===== src/rtl/mem_arb4_pkg.sv =====
// Shared definitions for the four-master memory arbiter.
package mem_arb4_pkg;

  // Arbiter FSM states.
  typedef enum logic [1:0] {
    StIdle = 2'd0,
    StBusy = 2'd1,
    StResp = 2'd2
  } arb_state_e;

  // Default number of BUSY cycles tolerated without mem_ready.
  localparam int unsigned TimeoutDefault = 255;

  // One-hot decode of a master index.
  function automatic logic [3:0] onehot4(input logic [1:0] idx);
    logic [3:0] one;
    one = 4'b0001;
    return one << idx;
  endfunction

endpackage


===== src/rtl/rr_pick4.sv =====
// Combinational round-robin picker: first requester at or after ptr, counting upward mod 4.
module rr_pick4 (
  input  logic [3:0] req,
  input  logic [1:0] ptr,
  output logic       any,
  output logic [1:0] idx
);

  // Walk offsets from farthest to nearest so the nearest requester wins.
  always_comb begin
    any = |req;
    idx = ptr;
    for (int i = 3; i >= 0; i--) begin
      if (req[ptr + 2'(i)]) begin
        idx = ptr + 2'(i);
      end
    end
  end

endmodule


===== src/rtl/mem_arb4.sv =====
// Four-master round-robin arbiter in front of a single shared memory port.
// One access at a time: IDLE picks a master, BUSY waits for mem_ready (or a
// timeout), RESP returns a one-cycle done pulse to the granted master.
module mem_arb4
  import mem_arb4_pkg::*;
#(
  parameter int unsigned Width   = 32,
  parameter int unsigned Timeout = TimeoutDefault
) (
  input  logic             clk,
  input  logic             reset,
  input  logic [3:0]       req,
  input  logic [Width-1:0] addr0,
  input  logic [Width-1:0] addr1,
  input  logic [Width-1:0] addr2,
  input  logic [Width-1:0] addr3,
  input  logic [Width-1:0] wdata0,
  input  logic [Width-1:0] wdata1,
  input  logic [Width-1:0] wdata2,
  input  logic [Width-1:0] wdata3,
  input  logic [3:0]       we,
  input  logic             mem_ready,
  input  logic [Width-1:0] mem_rdata,
  output logic             mem_valid,
  output logic [Width-1:0] mem_addr,
  output logic [Width-1:0] mem_wdata,
  output logic             mem_we,
  output logic [3:0]       gnt,
  output logic [1:0]       sel,
  output logic [3:0]       done,
  output logic [Width-1:0] rdata,
  output logic             err
);

  // Wide enough to hold the value Timeout itself.
  localparam int unsigned CntW = (Timeout < 1) ? 1 : $clog2(Timeout + 1);

  arb_state_e      state;
  logic [1:0]      ptr;
  logic [CntW-1:0] cnt;
  logic [CntW-1:0] cnt_inc;
  logic            pick_any;
  logic [1:0]      pick_idx;

  assign cnt_inc = cnt + CntW'(1);

  rr_pick4 u_pick (
    .req (req),
    .ptr (ptr),
    .any (pick_any),
    .idx (pick_idx)
  );

  // Arbiter FSM; every output it drives is registered.
  always_ff @(posedge clk) begin
    if (reset) begin
      state     <= StIdle;
      ptr       <= 2'd0;
      sel       <= 2'd0;
      gnt       <= 4'b0000;
      mem_valid <= 1'b0;
      done      <= 4'b0000;
      err       <= 1'b0;
      rdata     <= '0;
      cnt       <= '0;
    end else begin
      done <= 4'b0000;
      err  <= 1'b0;
      unique case (state)
        StIdle: begin
          if (pick_any) begin
            sel       <= pick_idx;
            gnt       <= onehot4(pick_idx);
            cnt       <= '0;
            mem_valid <= 1'b1;
            state     <= StBusy;
          end
        end
        StBusy: begin
          // Ready wins over a timeout that would expire in the same cycle.
          if (mem_ready) begin
            rdata     <= mem_rdata;
            ptr       <= sel + 2'd1;
            done      <= onehot4(sel);
            gnt       <= 4'b0000;
            mem_valid <= 1'b0;
            state     <= StResp;
          end else if (cnt_inc == CntW'(Timeout)) begin
            err       <= 1'b1;
            ptr       <= sel + 2'd1;
            done      <= onehot4(sel);
            gnt       <= 4'b0000;
            mem_valid <= 1'b0;
            state     <= StResp;
          end else begin
            cnt <= cnt_inc;
          end
        end
        StResp: begin
          state <= StIdle;
        end
        default: begin
          state <= StIdle;
        end
      endcase
    end
  end

  // Shared-port mux on the registered select; quiet outside BUSY.
  always_comb begin
    mem_addr  = '0;
    mem_wdata = '0;
    if (mem_valid) begin
      unique case (sel)
        2'd0: begin
          mem_addr  = addr0;
          mem_wdata = wdata0;
        end
        2'd1: begin
          mem_addr  = addr1;
          mem_wdata = wdata1;
        end
        2'd2: begin
          mem_addr  = addr2;
          mem_wdata = wdata2;
        end
        default: begin
          mem_addr  = addr3;
          mem_wdata = wdata3;
        end
      endcase
    end
  end

  assign mem_we = we[sel] & mem_valid;

  // Grant and done are never multi-hot.
  a_gnt_onehot0 : assert property (@(posedge clk) disable iff (reset) $onehot0(gnt));
  a_done_onehot0 : assert property (@(posedge clk) disable iff (reset) $onehot0(done));

endmodule


===== config.mk =====
export PLATFORM = sky130hd
export DESIGN_NAME = mem_arb4
export DESIGN_NICKNAME = d
export VERILOG_FILES = /design/src/rtl/mem_arb4_pkg.sv /design/src/rtl/rr_pick4.sv /design/src/rtl/mem_arb4.sv
export SDC_FILE = /design/constraint.sdc
export NUM_CORES = 1
export LEC_CHECK = 0
export BUFFER_PORTS_ARGS = -buffer_cell sky130_fd_sc_hd__buf_2
export CELL_PAD_IN_SITES_DETAIL_PLACEMENT = 0
export CELL_PAD_IN_SITES_GLOBAL_PLACEMENT = 1
export CORE_AREA = 2 2 159 161
export DETAILED_ROUTE_END_ITERATION = 10
export DIE_AREA = 0 0 161 163
export PLACE_DENSITY = 0.65
export SYNTH_ARGS = -nofsm -noshare
export SYNTH_HDL_FRONTEND = slang
export SYNTH_HIERARCHICAL = 1
export SYNTH_SLANG_ARGS = --single-unit

===== constraint.sdc =====
create_clock -name clk -period 4.4 [get_ports clk]
set_input_delay 0.88 -clock clk [delete_from_list [all_inputs] [get_ports clk]]
set_output_delay 0.88 -clock clk [all_outputs]
set_load 0.01 [all_outputs]

Word level (Yosys, flattened, before mapping) --
Index checks and enable logic that the tools add are counted.
Operators by class: bitwise logic cells 2, equality and inequality tests 8, muxes and demuxes 39, reductions and logical operators 13, $lt $le $gt $ge 5, shift-type cells 2, $add $sub $neg 5
Operators with widths (count):
- case mux 32 bit (3 select lines) | 2
- 2-to-1 mux 32 bit | 2
- 2-to-1 mux 8 bit | 3
- 2-to-1 mux 4 bit | 5
- 2-to-1 mux 2 bit | 9
- case mux 8 bit (2 select lines) | 1
- less-than comparator 2 x 3 -> 1 bit (second input constant) | 5
- binary-select mux 1 bit (select 2 bit) | 5
- 2-to-1 mux 1 bit | 9
- adder 8 x 1 -> 8 bit (second input constant) | 1
- == test 8 bit (second input constant) | 1
- case mux 4 bit (2 select lines) | 1
- AND reduction 2 bit | 4
- left shift 1 x 2 -> 4 bit (first input constant) | 2
- != test 2 bit (second input constant) | 3
- adder 2 x 1 -> 2 bit (second input constant) | 2
- adder 2 bit (second input constant) | 2
- == test 2 x 1 -> 1 bit (second input constant) | 2
- logical NOT 2 bit | 2
- case mux 2 bit (2 select lines) | 1
- AND reduction 4 bit | 1
- nonzero test 2 bit | 2
- OR reduction 4 bit | 1
- != test 3 bit (second input constant) | 1
- 7 further kinds | 7
Storage, ports and cells: input bits 299, logic and storage cells 83, flip-flop bits (word level) 56, output and inout bits 109

Depth between registers and ports, before layout --
Gate-level depths: netlist of the first run.
word-level depth 10, gate-level depth with buffers 8, mapped depth without buffers 7

By module --
The synthesis of the first run kept the hierarchy.
By module, submodules not included:
- mem_arb4 | instances 1, area each 4120.2 µm², cells each 586
- rr_pick4 | instances 1, area each 100.1 µm², cells each 16

Worst setup path after synthesis of the first run --
No wires, ideal clock.
kind register to output, from reg sel[0], to out mem_addr[25], arrival time 1.786 ns, stages on the path, launching flop included 8, path slack 1.734 ns, cells stage by stage dfxtp_1 -> ha_1 -> clkbuf_1 -> clkbuf_1 -> clkbuf_1 -> nand2_1 -> o21ai_0 -> and2_1
On the way: longest elaborated chain between the ends 3
RTL lines:
- start, declared | RTL line mem_arb4.sv:29 | output logic [1:0] sel,
- start signal, assigned | RTL line mem_arb4.sv:72 | sel <= pick_idx;
- == test 2 bit (tied with other cells) | RTL line mem_arb4.sv:114 | unique case (sel)
- case mux 32 bit (3 select lines) * | RTL line mem_arb4.sv:114
- 2-to-1 mux 32 bit * | RTL line mem_arb4.sv:113 | if (mem_valid) begin
- end, declared | RTL line mem_arb4.sv:25 | output logic [Width-1:0] mem_addr,
Mark *: on every way between the ends. The rest lies on a longest branch, timed or not.

Worst setup path in the final report of the first run --
from reg sel[0], to out mem_wdata[23]
On the way: longest elaborated chain between the ends 3
RTL lines:
- == test 2 bit (tied with other cells) | RTL line mem_arb4.sv:114
- case mux 32 bit (3 select lines) * | RTL line mem_arb4.sv:114
- 2-to-1 mux 32 bit * | RTL line mem_arb4.sv:113
- end, declared | RTL line mem_arb4.sv:26 | output logic [Width-1:0] mem_wdata,
Marked as above.

==> reports/qor.txt, run 1 <==
Hold Crit Depth - 2
Max frequency - 294 MHz
I/O Buffers - 407
Proportion of synthesized flip-flops having asynchronous set or reset - 0
I/O pin cnt - 408
Final setup fails - 0
Biggest fanout along the worst timing path - 28
Worst-path clk slew - 0.07 ns
Count of nets left with antenna violations after detail routing - 0
Logic depth of the worst setup path including buffers - 8
Number of max-cap violations - 0
Dpl cell area - 0.00660 mm^2
Vert. Die Dim - 163 um
Routed via count - 6133
Gate count after technology mapping - 602
Power density cells - 243 mW/mm^2
Clock latency reported for the late side of the worst-skew pair - 0.30 ns
Period minus WS final - 3.40 ns
Area of the mapped netlist - 0.00422 mm^2
Tightest Pin Transition - 0.953 ns
Cell area after layout - 0.00680 mm^2
Bufs and invs on worst path - 4
Number of endpoints with negative hold slack in the final report - 0
Reg-to-reg slack, setup - 1.69 ns
Final clock skew - 0.00884 ns
Critical path data required time - 3.52 ns
Number of DRC violations after detailed routing - 0
Final cycle utilization of the critical path - 0.773
Synth Register Bits - 56
Rel. slew slack - 0.363
Total global routing overflow - 0
Detailed-router iteration count before antenna repair - 9
Delay of the slowest cell on the worst path - 0.63 ns
Synth Warn # - 6
Hold Path Class - reg2reg
Final Util - 0.276
Biggest area contributors in the synthesized netlist - dfxtp_1 (27%), a222oi_1 (15%), nand2_1 (13%)
Drt total wl - 23.8 mm
Vias in the first global route - 5739
Initial standard-cell utilization of the core - 0.171
Number of synthesized flops with an enable pin - 0
Register-to-Register Path Depth - 7
Row Count - 58
Post-layout net count - 1276
Post-cts resize count - 0
Dominant delay contributor by cell family on the critical path - buffers and inverters
Cell with the largest stage delay on the worst path - ha_2
Sequential element share of the synthesized area - 0.266
Cell-by-cell trace of the critical path - inv_1, ha_2, buf_12, buf_4, a222oi_1, o21ai_0, and2_1, buf_2
Signal arrival time at the worst endpoint - 2.52 ns
Number of pins with negative max-slew slack in the final report - 0
Initial antenna violation count - 12
Crit path capture - mem_wdata[23]
CTS Hold Bufs - 0
Die Footprint - 0.0262 mm^2
Mean Syn Cell Area - 7.01 um^2
Total number of H-tree levels - 2
Total leakage power - 3.31 nW
Largest voltage drop on the vdd net - 0.230 mV
RSZ-0062 raised after global routing - false
First-pass GRT wire length - 34.0 mm
Post-detailed-route wirelength per cell - 18.1 um
Maximum root-to-sink buffer count - 2
Count of unique library cells instantiated by Yosys - 51
Element type at the critical path end - primary output
Routability congestion estimate - 0.848
Layout overhead on the synthesized area - 61.2%
Critical path launch point type - register
Ratio of cells with drive above 1 in the final layout - 0.458
Worst reg2reg path startpoint - cnt[0]
Largest net degree at the start of global routing - 68
Hold slack final - 0.452 ns
Half-perimeter wire length after placement - 19.1 mm
Global routing usage summed across all routing layers - 0.167
TNS Setup - 0 ns
Post-synth top flop - dfxtp_1
Net count of the mapped netlist - 907
Result of the run - finished clean
Number of setup buffers added after CTS - 0
Crit. Startpoint - sel[0]
Core ar. - 0.0247 mm^2
Clock sink count - 56
Via-per-instance ratio - 4.68
Cell type contributing the most total cell area after synthesis - dfxtp_1
Top cell type's share of synthesized area - 0.266
CTS tree - built
Cell chosen for the clock root - clkbuf_16
Endpoint of the worst-slack reg-to-reg timing path - ptr[0]
Type of the worst setup path - reg2out
Die Span X - 161 um
Number of buffers created by CTS - 5
Iteration-0 DRC Markers - 678
-- tightest hold or removal path, stage by stage (launching register included) --
cell and delay (ns):
dfxtp_1 0.31, nand2_1 0.05, a21oi_1 0.05
-- cell usage in the layout (no fill, tap or decap), types with 3 or more instances in the layout --
master     count
nor3_1        10
buf_2        407
nor3b_1        4
a222oi_1      64
a21oi_1       43
o21ai_0       70
clkbuf_16      5
and3_1         7
buf_12         3
dfxtp_1       55
ha_2           3
nand2_1      149
buf_4         11
inv_1          8
diode_2        8
o31ai_1        3
and2_1        66
o211ai_1       3
nor2_1         9
-- worst min path at each step --
stage	startpoint	endpoint	slack, ns
after floorplan	ptr[1]	ptr[1]	0.48
after global routing	rdata[29]	rdata[29]	0.48
after global placement	rdata[20]	rdata[20]	0.44
after CTS	rdata[15]	rdata[15]	0.45
after detailed placement	rdata[15]	rdata[15]	0.44
final	rdata[15]	rdata[15]	0.45
-- final cells by class --
class                   instances  area [um^2]
flip-flops and latches         56         1120
repair buffers                421         2180
clock buffers                   6          139
inverters                       8         30.0
well taps                     330          413
diodes                          8         20.0
fillers                      2800        17900
clock inverters                 2         38.8
multi-input cells             479         2860
-- metrics by stage --
stage	instances	total power, mW	worst slack (ns)
after floorplan	602	0.863	1.73
after global placement	1294	1.19	1.37
after detailed placement	1294	1.19	1.31
after CTS	1302	1.68	0.984
after global routing	1309	1.76	0.777
final	1310	1.65	1.00
-- power breakdown --
group | total [mW] | internal (mW) | leakage (nW) | switching (mW)
Combinational | 0.612 | 0.295 | 2.77 | 0.316
Clock | 0.479 | 0.286 | 0.0871 | 0.193
Sequential | 0.562 | 0.530 | 0.456 | 0.0327
Total | 1.65 | 1.11 | 3.31 | 0.542
-- state kept, by name, indices dropped and copies added, names as in the netlist --
| name | flops |
|---|---|
| rdata | 32 |
| cnt | 8 |
| done | 4 |
| gnt | 4 |
| ptr | 2 |
| sel | 2 |
| state | 2 |
| err | 1 |
| mem_valid | 1 |
-- Yosys cell counts, types with 2 or more instances --
| cell type | count |
|---|---|
| clkbuf_1 | 50 |
| ha_1 | 6 |
| a31oi_1 | 2 |
| buf_2 | 3 |
| inv_1 | 8 |
| nor2b_1 | 2 |
| o22ai_1 | 2 |
| buf_1 | 5 |
| nand2_1 | 149 |
| and3_1 | 7 |
| nor3_1 | 10 |
| o32ai_1 | 2 |
| dfxtp_1 | 56 |
| nor3b_1 | 4 |
| o21ai_0 | 70 |
| a21boi_0 | 2 |
| and4_1 | 2 |
| a222oi_1 | 64 |
| o211ai_1 | 3 |
| or3_1 | 2 |
| a21oi_1 | 43 |
| o31ai_1 | 3 |
| and2_1 | 66 |
| mux2i_1 | 2 |
| nor2_1 | 10 |
| nand3_1 | 2 |
| and3b_1 | 2 |
| and2b_2 | 2 |
-- cell families (layout without fill, tap and decap cells) --
family | after synthesis | after routing | share of synthesized area
AOI/OAI and AO/OA | 201 | 201 | 0.332
adders and majority gates | 6 | 6 | 0.0178
buffers and inverters | 67 | 437 | 0.0623
DFF | 56 | 56 | 0.266
muxes | 4 | 4 | 0.0127
other | 0 | 8 | 0
and+or+nand+nor | 268 | 268 | 0.309
-- routing by layer --
metal	wire, um	global-route usage	up-vias
li1	-	-	2965
met2	11900	0.291	315
met3	2410	0.0530	20
met1	9040	0.196	2829
met5	27	0	-
met4	349	0.0479	4
(Power assumes the default switching activity.)
==> run 2, diff against run 1 <==
--- a/config.mk
+++ b/config.mk
@@ -8,10 +8,10 @@
 export BUFFER_PORTS_ARGS = -buffer_cell sky130_fd_sc_hd__buf_2
 export CELL_PAD_IN_SITES_DETAIL_PLACEMENT = 0
 export CELL_PAD_IN_SITES_GLOBAL_PLACEMENT = 1
-export CORE_AREA = 2 2 159 161
+export CORE_AREA = 2 2 161 163
 export DETAILED_ROUTE_END_ITERATION = 10
-export DIE_AREA = 0 0 161 163
-export PLACE_DENSITY = 0.65
+export DIE_AREA = 0 0 163 165
+export PLACE_DENSITY = 0.63
 export SYNTH_ARGS = -nofsm -noshare
 export SYNTH_HDL_FRONTEND = slang
 export SYNTH_HIERARCHICAL = 1
==> constraint.sdc (replaced) <==
create_clock -name clk -period 3.3 [get_ports clk]
set_input_delay 0.66 -clock clk [delete_from_list [all_inputs] [get_ports clk]]
set_output_delay 0.66 -clock clk [all_outputs]
set_load 0.01 [all_outputs]
==> run 2 against run 1 <==
  * Clock power grew 12%
  * Power grew 28%
  * Sequential power grew 35%
  * Worst setup slack lost 0.86 ns
  * Clock skew shrank 0.0013 ns
  * Die area grew 2.5%
  * Register-to-register slack lost 0.65 ns
  * Cell count shrank 0.46%
  * Sequential share of layout area grew 0.10 points
  * Critical path depth shrank 1
  * Critical path type unchanged
  * Largest cell class unchanged
==> reports/qor.txt, run 2 (synthesized netlist as in run 1, its figures left out) <==
Final clock skew - 0.00752 ns (was 0.00884 ns)
Hold Path Class - reg2reg (unchanged)
Tightest Pin Transition - 1.12 ns (was 0.953 ns)
Number of buffers created by CTS - 5 (unchanged)
Post-detailed-route wirelength per cell - 18.5 um (was 18.1 um)
Vert. Die Dim - 165 um (was 163 um)
Crit. Startpoint - sel[1] (was sel[0])
Worst reg2reg path startpoint - cnt[1] (was cnt[0])
Largest voltage drop on the vdd net - 0.201 mV (was 0.230 mV)
Cell with the largest stage delay on the worst path - dfxtp_2 (was ha_2)
Routed via count - 6087 (was 6133)
Total number of H-tree levels - 2 (unchanged)
Worst-path clk slew - 0.07 ns (about the same)
Total Power - 2.11 mW (was 1.65 mW)
Post-layout net count - 1274 (was 1276)
Final setup fails - 0 (unchanged)
CTS Hold Bufs - 0 (unchanged)
Clock latency reported for the late side of the worst-skew pair - 0.30 ns (about the same)
Result of the run - finished clean (unchanged)
Largest net degree at the start of global routing - 68 (unchanged)
Total leakage power - 3.29 nW (was 3.31 nW)
Die Span X - 163 um (was 161 um)
Count of nets left with antenna violations after detail routing - 0 (unchanged)
Drt total wl - 24.2 mm (was 23.8 mm)
Biggest fanout along the worst timing path - 45 (was 28)
Total global routing overflow - 0 (unchanged)
Largest registers ranked by flip-flop count - rdata: 32 flops, cnt: 8 flops (unchanged)
Routability congestion estimate - 0.835 (was 0.848)
Max frequency - 317 MHz
Clock sink count - 56 (unchanged)
Via-per-instance ratio - 4.67 (was 4.68)
Maximum root-to-sink buffer count - 2 (unchanged)
Global routing usage summed across all routing layers - 0.161 (was 0.167)
Crit path capture - mem_wdata[23] (unchanged)
Delay of the slowest cell on the worst path - 0.43 ns (was 0.63 ns)
I/O Buffers - 407 (unchanged)
Critical path launch point type - register (unchanged)
Element type at the critical path end - primary output (unchanged)
Most common cell after layout, fill and taps aside - buf_2 (unchanged)
Critical path data required time - 2.64 ns (was 3.52 ns)
First-pass GRT wire length - 33.5 mm (was 34.0 mm)
Die Footprint - 0.0269 mm^2 (was 0.0262 mm^2)
Reg-to-reg slack, setup - 1.04 ns (was 1.69 ns)
Final Util - 0.271 (was 0.276)
Layout overhead on the synthesized area - 60.5% (was 61.2%)
Row Count - 58 (unchanged)
Number of endpoints with negative hold slack in the final report - 0 (unchanged)
Type of the worst setup path - reg2out (unchanged)
Iteration-0 DRC Markers - 530 (was 678)
Initial standard-cell utilization of the core - 0.169 (was 0.171)
Detailed-router iteration count before antenna repair - 7 (was 9)
CTS tree - built (unchanged)
Register-to-Register Path Depth - 7 (unchanged)
Final cycle utilization of the critical path - 0.956
TNS Setup - 0 ns (unchanged)
Cell chosen for the clock root - clkbuf_16 (unchanged)
I/O pin cnt - 408 (unchanged)
Signal arrival time at the worst endpoint - 2.50 ns (was 2.52 ns)
Cell-by-cell trace of the critical path - inv_1, ha_2, buf_12, a222oi_1, o21ai_0, and2_1, buf_2 (was inv_1, ha_2, buf_12, buf_4, a222oi_1, o21ai_0, and2_1, buf_2)
Ratio of cells with drive above 1 in the final layout - 0.457 (was 0.458)
Number of pins with negative max-slew slack in the final report - 0 (unchanged)
Biggest register - rdata (unchanged)
Vias in the first global route - 5718 (was 5739)
Rel. slew slack - 0.255 (was 0.363)
Initial antenna violation count - 6 (was 12)
Period minus WS final - 3.16 ns
Number of DRC violations after detailed routing - 0 (unchanged)
Core ar. - 0.0250 mm^2 (was 0.0247 mm^2)
Max FFs per register - 32 (unchanged)
Hold slack final - 0.453 ns (was 0.452 ns)
Endpoint of the worst-slack reg-to-reg timing path - ptr[1] (was ptr[0])
Power density cells - 312 mW/mm^2 (was 243 mW/mm^2)
Half-perimeter wire length after placement - 19.0 mm (was 19.1 mm)
Number of max-cap violations - 0 (unchanged)
Most frequent cells in the layout - buf_2 (407), nand2_1 (149), o21ai_0 (70) (unchanged)
-- run 2: cell types whose count changed in the layout (fill, tap and decap cells not counted), moves of 2 or more --
cell	before	now
buf_4	11	8
clkbuf_1	0	2
dfxtp_2	1	3
ha_2	3	1
ha_4	1	3
dfxtp_1	55	53
diode_2	8	4
-- run 2: worst min path at each step --
stage                     startpoint   endpoint  slack [ns]  depth (start not counted)
after global placement     rdata[26]  rdata[26]        0.44                          2
after global routing        rdata[5]   rdata[5]        0.48                          2
after CTS                  rdata[17]  rdata[17]        0.46                          2
final                      rdata[17]  rdata[17]        0.45                          2
after detailed placement   rdata[19]  rdata[19]        0.45                          2
after floorplan               ptr[1]     ptr[1]        0.48                          2
-- run 2: worst max-delay path: cells and delay by family, from the launching register on --
kind / cells / cell delay (ns)
compound gates: 2 / 0.65
buf+inv: 3 / 0.53
flops: 1 / 0.43
fa+ha+maj: 1 / 0.36
simple gates: 1 / 0.21
-- run 2: per-stage QoR --
stage	setup slack (ns)	cell area, um^2	instances
after floorplan	0.854	4220	602
after global placement	0.207	6600	1292
after detailed placement	0.218	6600	1292
after CTS	0.0376	6750	1300
after global routing	-0.000729	6770	1303
final	0.145	6780	1304
-- run 2: repair_timing --
action                                  4_1_cts  5_1_grt
endpoints found under the setup margin        2        1
resized for setup                             2        2
buffers inserted                              0        0
-- run 2: per-layer routing --
layer | part of all wire | track usage | routed length, um
met5 | 0 | 0 | 0
met3 | 0.084 | 0.0394 | 2030
met2 | 0.51 | 0.294 | 12300
met4 | 0.017 | 0.0487 | 423
met1 | 0.39 | 0.186 | 9420
-- run 2: final cells by class --
type                    instances  area (um^2)
fillers                      2863        18300
multi-input cells             479         2880
repair buffers                419         2180
flip-flops and latches         56         1120
well taps                     330          413
clock buffers                   7          133
inverters                       8         30.0
diodes                          4         10.0
clock inverters                 1         8.76
-- run 2: where the power goes --
group          internal [mW]  switching (mW)
clock network          0.284           0.250
registers              0.706          0.0494
logic                  0.395           0.429
total                   1.39           0.728
